$ cat src/rtl/poly_mult_pkg.sv
// Shared types and size helpers for the polynomial tile scheduler.
package poly_mult_pkg;

  typedef enum logic [2:0] {IDLE, ISSUE, WAIT_RES, COMMIT, FINISH} state_t;

  function automatic int tiles(input int width, input int tile_width);
    return width / tile_width;
  endfunction

  function automatic int idx_width(input int n);
    return (n > 1) ? $clog2(n) : 1;
  endfunction

  function automatic int off_width(input int width_a, input int width_b);
    return idx_width(width_a + width_b - 1);
  endfunction

  localparam int DEF_A_W  = 27;
  localparam int DEF_B_W  = 27;
  localparam int DEF_A_TW = 3;
  localparam int DEF_B_TW = 9;

  localparam int NA      = tiles(DEF_A_W, DEF_A_TW);
  localparam int NB      = tiles(DEF_B_W, DEF_B_TW);
  localparam int A_IDX_W = idx_width(NA);
  localparam int B_IDX_W = idx_width(NB);
  localparam int OFF_W   = off_width(DEF_A_W, DEF_B_W);

endpackage

$ cat src/rtl/poly_tile_index_counter.sv
// Tile-pair index walker: A index innermost, B index outer, with registered
// output offset a_idx*A_TW + b_idx*B_TW.
module poly_tile_index_counter #(
  parameter int NA_P = 9,
  parameter int NB_P = 3,
  parameter int A_TW = 3,
  parameter int B_TW = 9,
  parameter int AIW  = 4,
  parameter int BIW  = 2,
  parameter int OW   = 6
) (
  input  logic           clk,
  input  logic           rst,
  input  logic           clear,
  input  logic           advance,
  output logic [AIW-1:0] a_idx,
  output logic [BIW-1:0] b_idx,
  output logic [OW-1:0]  offset,
  output logic           last
);

  logic           a_wrap;
  logic           b_wrap;
  logic [AIW-1:0] a_nxt;
  logic [BIW-1:0] b_nxt;
  logic [OW-1:0]  off_nxt;

  assign a_wrap = (a_idx == AIW'(NA_P - 1));
  assign b_wrap = (b_idx == BIW'(NB_P - 1));
  assign last   = a_wrap && b_wrap;

  always_comb begin
    a_nxt = a_idx;
    b_nxt = b_idx;
    if (clear) begin
      a_nxt = '0;
      b_nxt = '0;
    end else if (advance) begin
      if (a_wrap) begin
        a_nxt = '0;
        b_nxt = b_wrap ? '0 : b_idx + 1'b1;
      end else begin
        a_nxt = a_idx + 1'b1;
      end
    end
    off_nxt = OW'(int'(a_nxt) * A_TW + int'(b_nxt) * B_TW);
  end

  always_ff @(posedge clk or negedge rst) begin
    if (!rst) begin
      a_idx  <= '0;
      b_idx  <= '0;
      offset <= '0;
    end else begin
      a_idx  <= a_nxt;
      b_idx  <= b_nxt;
      offset <= off_nxt;
    end
  end

endmodule

$ cat src/rtl/polynomial_tile_scheduler.sv
// Issues A/B tile pairs to the multiplier, waits for the adder tree, and hands
// each result to the output loader. Optional stall counter: TILE_SCHED_PERF_CNT_EN.
module polynomial_tile_scheduler
  import poly_mult_pkg::*;
#(
  parameter int POLY_A_WIDTH      = 27,
  parameter int POLY_B_WIDTH      = 27,
  parameter int POLY_A_TILE_WIDTH = 3,
  parameter int POLY_B_TILE_WIDTH = 9,
  localparam int A_TILES = tiles(POLY_A_WIDTH, POLY_A_TILE_WIDTH),
  localparam int B_TILES = tiles(POLY_B_WIDTH, POLY_B_TILE_WIDTH),
  localparam int AIW     = idx_width(A_TILES),
  localparam int BIW     = idx_width(B_TILES),
  localparam int OW      = off_width(POLY_A_WIDTH, POLY_B_WIDTH)
) (
  input  logic           clk,
  input  logic           rst,
  input  logic           start,
  output logic           tile_valid,
  input  logic           tile_accept,
  output logic [AIW-1:0] a_tile_idx,
  output logic [BIW-1:0] b_tile_idx,
  output logic [OW-1:0]  out_offset,
  input  logic           adder_tree_valid,
  output logic           tile_ready,
  input  logic           loader_ready,
  output logic           busy,
`ifdef TILE_SCHED_PERF_CNT_EN
  output logic           done,
  output logic [31:0]    stall_cycles
`else
  output logic           done
`endif
);

  state_t state;
  logic   last;
  logic   clear;
  logic   advance;

  assign clear   = (state == IDLE) && start;
  assign advance = (state == COMMIT) && loader_ready;

  poly_tile_index_counter #(
    .NA_P (A_TILES),
    .NB_P (B_TILES),
    .A_TW (POLY_A_TILE_WIDTH),
    .B_TW (POLY_B_TILE_WIDTH),
    .AIW  (AIW),
    .BIW  (BIW),
    .OW   (OW)
  ) u_idx (
    .clk     (clk),
    .rst     (rst),
    .clear   (clear),
    .advance (advance),
    .a_idx   (a_tile_idx),
    .b_idx   (b_tile_idx),
    .offset  (out_offset),
    .last    (last)
  );

  // Outputs are set on the edge that enters the state they belong to.
  always_ff @(posedge clk or negedge rst) begin
    if (!rst) begin
      state      <= IDLE;
      tile_valid <= 1'b0;
      tile_ready <= 1'b0;
      busy       <= 1'b0;
      done       <= 1'b0;
    end else begin
      tile_ready <= 1'b0;
      done       <= 1'b0;
      case (state)
        IDLE: if (start) begin
          state      <= ISSUE;
          tile_valid <= 1'b1;
          busy       <= 1'b1;
        end
        ISSUE: if (tile_valid && tile_accept) begin
          state      <= WAIT_RES;
          tile_valid <= 1'b0;
        end
        WAIT_RES: if (adder_tree_valid) state <= COMMIT;
        COMMIT: if (loader_ready) begin
          tile_ready <= 1'b1;
          if (last) begin
            state <= FINISH;
            done  <= 1'b1;
          end else begin
            state      <= ISSUE;
            tile_valid <= 1'b1;
          end
        end
        FINISH: begin
          state <= IDLE;
          busy  <= 1'b0;
        end
        default: state <= IDLE;
      endcase
    end
  end

`ifdef TILE_SCHED_PERF_CNT_EN
  function automatic logic [31:0] sat_inc(input logic [31:0] v);
    return (v == '1) ? v : v + 32'd1;
  endfunction

  always_ff @(posedge clk or negedge rst) begin
    if (!rst) begin
      stall_cycles <= '0;
    end else if (clear) begin
      stall_cycles <= '0;
    end else if (((state == COMMIT) && !loader_ready) ||
                 ((state == ISSUE) && !tile_accept)) begin
      stall_cycles <= sat_inc(stall_cycles);
    end
  end
`endif

endmodule

$ cat config.mk
export PLATFORM = sky130hd
export DESIGN_NAME = polynomial_tile_scheduler
export DESIGN_NICKNAME = d
export VERILOG_FILES = /design/src/rtl/poly_mult_pkg.sv /design/src/rtl/poly_tile_index_counter.sv /design/src/rtl/polynomial_tile_scheduler.sv
export SDC_FILE = /design/constraint.sdc
export NUM_CORES = 1
export LEC_CHECK = 0
export CAP_MARGIN = 10
export CORE_MARGIN = 2
export CORE_UTILIZATION = 30
export CTS_BUF_LIST = sky130_fd_sc_hd__clkbuf_8
export CTS_CLUSTER_DIAMETER = 80
export CTS_CLUSTER_SIZE = 24
export DETAILED_ROUTE_END_ITERATION = 7
export GPL_TIMING_DRIVEN = 1
export PLACE_DENSITY = 0.64
export SLEW_MARGIN = 20
export SYNTH_ARGS = -nofsm -noshare
export SYNTH_HDL_FRONTEND = slang
export SYNTH_SLANG_ARGS = --single-unit
$ cat constraint.sdc
create_clock -name clk -period 2.7 [get_ports clk]
set_input_delay 0.81 -clock clk [delete_from_list [all_inputs] [get_ports clk]]
set_output_delay 0.81 -clock clk [all_outputs]
set_load 0.1 [all_outputs]
-- Word-level counts from Yosys, hierarchy flattened
Index checks and enable logic that the tools add are counted.
W data, S select, Z words.
- flip-flop bits (word level): 19
- bits in latches: 0
- bits in writable memories: 0
- ROM bits: 0
- input port bits: 6
- output and inout port bits: 16
- logic and storage cells: 58
- memories kept: 0
- add/sub/neg operators: 3
- multiply operators: 2
- div/mod/pow operators: 0
- $lt $le $gt $ge: 0
- eq/ne operators: 11
- shift operators: 0
- multiplexer cells: 24
- bitwise operators: 0
- reduce and logical (&&, ||, !) cells: 10
- operators by type and width (cell ; number):
    $mux W3 ; 5
    $mux W4 ; 3
    $pmux W3 S4 ; 1
    $ne A2 B2 Y1 const B ; 5
    $mux W1 ; 9
    $mux W2 ; 4
    $add A6 B6 Y6 ; 1
    $eq A3 B2 Y1 const B ; 2
    $mul A2 B4 Y6 const B ; 1
    $mul A4 B2 Y6 const B ; 1
    $reduce_and A5 Y1 ; 1
    $add A4 B1 Y4 const B ; 1
    $eq A4 B4 Y1 const B ; 1
    $logic_and A1 B1 Y1 ; 4
    $reduce_and A4 Y1 ; 1
    $eq A3 B1 Y1 const B ; 1
    $eq A3 B3 Y1 const B ; 1
    $logic_not A3 Y1 ; 1
    $pmux W1 S3 ; 1
    $reduce_bool A3 Y1 ; 1
    $add A2 B1 Y2 const B ; 1
    $eq A2 B2 Y1 const B ; 1
    $pmux W1 S2 ; 1
    $reduce_and A2 Y1 ; 1
    $reduce_bool A2 Y1 ; 1

-- Logic depth before layout (Yosys ltp)
- depth after elaboration: 7
- gate-level depth with buffers: 13

-- Hierarchy
Synthesis repeated with hierarchy kept, for this count alone.
- cells, all modules: 92
- area, all modules: 1034.7 µm²
- by module, submodules not included (module ; instances ; cells each ; area an instance (µm²) ; seq. area each (µm²)):
    poly_tile_index_counter ; 1 ; 65 ; 737.0 ; 300.3
    polynomial_tile_scheduler ; 1 ; 27 ; 297.8 ; 175.2

-- Worst setup path after synthesis
Ideal clock, no wire load.
- path type: register to register
- start: register u_idx.a_idx[0]
- end: register u_idx.offset[5]
- library setup time: 0.080 ns
- data arrival time: 3.507 ns
- required time: 2.620 ns
- slack: -0.887 ns
- stages on the path, launching flop included: 14
- clock period less this slack: 3.587 ns
- path through: dfrtp_1 inv_1 ha_1 and3b_1 nand2_2 nand2_1 a21oi_2 ha_1 ha_1 ha_1 fa_1 a21o_1 a21oi_1 xnor2_1
- longest elaborated chain between the ends: 6
- RTL lines (item ; line ; RTL):
    from (decl) ; poly_tile_index_counter.sv:16 ; output logic [AIW-1:0] a_idx,
    from (signal assigned) ; poly_tile_index_counter.sv:55 ; a_idx <= a_nxt;
    $eq A4 B4 Y1 ; poly_tile_index_counter.sv:28 ; assign a_wrap = (a_idx == AIW'(NA_P - 1));
    $mux W2 ; poly_tile_index_counter.sv:39 ; if (a_wrap) begin
    $mux W2 ; poly_tile_index_counter.sv:38 ; end else if (advance) begin
    $mux W2 ; poly_tile_index_counter.sv:35 ; if (clear) begin
    via u_idx.b_nxt[1] ; poly_tile_index_counter.sv:25 ; logic [BIW-1:0] b_nxt;
    $mul A2 B4 Y6 ; poly_tile_index_counter.sv:46 ; off_nxt = OW'(int'(a_nxt) * A_TW + int'(b_nxt) * B_TW);
    $add A6 B6 Y6 ; poly_tile_index_counter.sv:46 ;
    via u_idx.off_nxt[5] ; poly_tile_index_counter.sv:26 ; logic [OW-1:0] off_nxt;
    to (signal assigned) ; poly_tile_index_counter.sv:57 ; offset <= off_nxt;
    to (decl) ; poly_tile_index_counter.sv:18 ; output logic [OW-1:0] offset,
The timed path passes the listed nets, and every way through them passes these cells.
A chain may end at the register's enable or synchronous reset.

-- Final worst setup path
- start: input port loader_ready
- end: register u_idx.offset[5]
- longest elaborated chain between the ends: 5
- RTL lines (item ; line ; RTL):
    from (decl) ; polynomial_tile_scheduler.sv:26 ; input logic loader_ready,
    $logic_and A1 B1 Y1 ; polynomial_tile_scheduler.sv:42 ; assign advance = (state == COMMIT) && loader_ready;
    $mux W4 ; poly_tile_index_counter.sv:38 ;
    $mux W4 ; poly_tile_index_counter.sv:35 ;
    via u_idx.a_nxt[1] ; poly_tile_index_counter.sv:24 ; logic [AIW-1:0] a_nxt;
    $mul A4 B2 Y6 ; poly_tile_index_counter.sv:46 ;
    $add A6 B6 Y6 ; poly_tile_index_counter.sv:46 ;
    via u_idx.off_nxt[5] ; poly_tile_index_counter.sv:26 ;
The timed path passes the listed nets, and every way through them passes these cells.

==> results_dict.tcl <==
set metrics [dict create \
    status "complete, but fails checks" \
    violations "setup timing" \
    clk_latency_ps 260 \
    worstSetupStartpointType "input port" \
    rows 22 \
    yosysUniqueCellTypes 35 \
    criticalPathCategory "input port to flip-flop" \
    async_flop_share_pct 100 \
    diodes 0 \
    postPlaceCellArea_mm2 0.00154 \
    yosysSeqAreaShare_pct 43.1 \
    rsz0062_at_grt "true" \
    core_area_mm2 0.00361 \
    multiInputGateArea_um2 713 \
    cts_inserted_buffers 3 \
    min_path_cells 2 \
    design_area_mm2 0.00184 \
    worstPathRequired_ps 2880 \
    grt_pass1_wl_mm 5.04 \
    ant_nets 0 \
    rrSetupSlack_ps -190 \
    slew_headroom_pct 54.4 \
    leakage_nw 0.908 \
    htreeDepth 1 \
    reg2reg_from "u_idx.a_idx[1]$_DFF_PN0_" \
    rr_worst_depth 12 \
    tightestPinTransition_ps 682 \
    min_to "busy$_DFFE_PN0P_" \
    hold_start "busy$_DFFE_PN0P_" \
    ir_drop_mv 0.631 \
    drcViolationCount 0 \
    dr.pass1.iters 4 \
    clock_path_buffers 2 \
    grt_overflow_total 0 \
    postSynthNetCount 121 \
    hold_violations 0 \
    hold_class "flip-flop to flip-flop" \
    grt_usage_pct 16.0 \
    synth-simple-area-share_pct 18.5 \
    viasPerCell 4.69 \
    clk_pin_slew_worst_paths_ps 70 \
    dp_hpwl_mm 2.04 \
    setup_viol_count_final 3 \
    synth_area_per_cell_um2 10.9 \
    period_share_pct 108 \
    end_kind "flip-flop" \
    antenna_found_initial 0 \
    port_buffers 21 \
    hold-worst-slack_ps 564 \
    powerDensity_mw_per_mm2 1110 \
    layout.nets 187 \
    synth_area_mm2 0.00110 \
    syn_inst 101 \
    worst_clock_skew_ps 6.20 \
    fill_cells 327 \
    power_mw 2.05 \
    drt_wl_total_mm 3.10 \
    crit_fanout 4 \
    die_w_um 64.6 \
    io_pins 22 \
    clock.fmax_mhz 343 \
    r2r-end "u_idx.offset[5]$_DFF_PN0_" \
    drv_slew 0 \
    synth_ff_type "dfrtp_1" \
    wl_per_cell_um 14.5 \
    cts_root_buf "clkbuf_8" \
    synth_top_family_by_area "simple AND/OR/NAND/NOR gates" \
    area_growth_pct 67.1 \
    period_minus_slack_ps 2910 \
    dieArea_mm2 0.00418 \
    worst_slack_ps -215 \
    grt_max_degree 16 \
    synth_xor_area_share_pct 2.38 \
    place_ws_ps -979 \
    place_congestion 0.804 \
    maxCapViolations 0 \
    layout-drive-gt1-share_pct 62.0 \
    ys.warnings.count 0 \
    arrival_ps 3100 \
    synthMuxAreaShare_pct 1.82 \
    grt_pass1_vias 1135 \
    synth_edf_count 0 \
    seq_area_um2 488 \
    synth_seq_cells 19 \
    synth_compound_area_share_pct 11.8 \
    start_util_pct 30.6 \
    drt_iter0_drc 28 \
    yosys.area_share.adder_pct 17.9 \
    cts_sinks 19 \
    cts_hold_buf 0 \
    cts_tree "done" \
    num_vias 1004 \
    fp.dieH_um 64.6 \
]
-- through the flow --
| stage | cells | setup TNS, ps | util (%) |
|---|---|---|---|
| after detailed placement | 192 | -3740 | 42.6 |
| after global placement | 192 | -3630 | 42.6 |
| after global routing | 214 | -680 | 51.1 |
| final | 214 | -398 | 51.1 |
| after CTS | 215 | -524 | 49.0 |
| after floorplan | 101 | -742 | - |
-- state kept, by name (all words and copies together), names as in the netlist --
signal        count
busy              1
tile_valid        1
u_idx.b_idx       2
done              1
u_idx.a_idx       4
state             3
tile_ready        1
u_idx.offset      6
-- cell usage in the layout (no fill, tap or decap), drive strengths merged, types with 2 or more instances in the layout --
cell	Yosys	routed
a21o	2	2
o21ai	2	2
nand3	2	2
inv	5	5
a21oi	10	10
a31oi	2	2
nor2	10	10
fa	3	3
clkbuf	0	4
mux2i	2	2
nor3	5	5
ha	11	11
clkdlybuf4s50	0	2
nand2b	2	2
buf	3	61
xnor2	2	2
nand2	9	9
dfrtp	19	19
-- worst max-delay path by stage --
stage / start / end / slack, ps / cells after the start
6_report: loader_ready / u_idx.offset[5]$_DFF_PN0_ / -210 / 11
4_1_cts: loader_ready / u_idx.offset[5]$_DFF_PN0_ / -220 / 13
3_3_place_gp: loader_ready / u_idx.offset[5]$_DFF_PN0_ / -940 / 12
5_1_grt: u_idx.a_idx[1]$_DFF_PN0_ / u_idx.offset[5]$_DFF_PN0_ / -340 / 12
3_5_place_dp: loader_ready / u_idx.offset[5]$_DFF_PN0_ / -980 / 12
2_1_floorplan: u_idx.a_idx[0]$_DFF_PN0_ / u_idx.offset[5]$_DFF_PN0_ / -340 / 13
-- cell usage after synthesis, drive strengths merged, types with 2 or more instances --
library cell / number / area share [%]
dfrtp: 19 / 43
nand2: 9 / 3.5
a21oi: 10 / 5.6
a21o: 2 / 1.4
ha: 11 / 12
nand3: 2 / 0.91
nand2b: 2 / 1.4
mux2i: 2 / 1.8
o21ai: 2 / 0.91
buf: 3 / 2.7
nor3: 5 / 3.2
a31oi: 2 / 1.1
xnor2: 2 / 1.6
nor2: 10 / 3.4
inv: 5 / 1.7
fa: 3 / 5.4
-- worst max-delay path: stages --
cell     delay, ps
buf_8          100
inv_1          110
a31oi_4        110
and3_4         230
buf_4          170
a21oi_4        190
fa_1           510
fa_2           420
a21o_1         180
a21oi_2        140
xnor2_1        120
-- kinds of logic (layout without fill, tap and decap cells) --
kind of cell               after synthesis  after routing
AOI/OAI and AO/OA                       20             20
xor gates and xnor gates                 3              3
adders and majority gates               14             14
buffers and inverters                    8             73
DFF                                     19             19
muxes                                    2              2
and+or+nand+nor                         35             35
-- cell type report --
cell class              count  area share [%]
clock buffers               3            2.24
repair buffers             64            27.6
clock inverters             1           0.272
well taps                  48            3.26
inverters                   5            1.43
flip-flops and latches     19            26.5
multi-input cells          74            38.7
-- power breakdown --
group	leakage, nW	internal [mW]	switching (mW)
sequential	0.237	0.367	0.0828
combinational	0.646	0.592	0.805
clock	0.0255	0.103	0.0985
total	0.908	1.06	0.986
-- routing by layer --
layer  wire [um]  vias up  GRT usage, %
met5           0        -             0
met4          94        0          8.51
met3          86        9          2.95
met2        1800       21          30.5
met1        1120      492          16.3
li1            -      482             -
-- repair_timing --
action                     4_1_cts  5_1_grt
setup endpoints to repair        5        5
resized for setup               19       22
hold endpoints to repair         0        0
buffers inserted                19        2
pin swaps                       16       15
No activity file was read; power rests on OpenSTA's default activity.
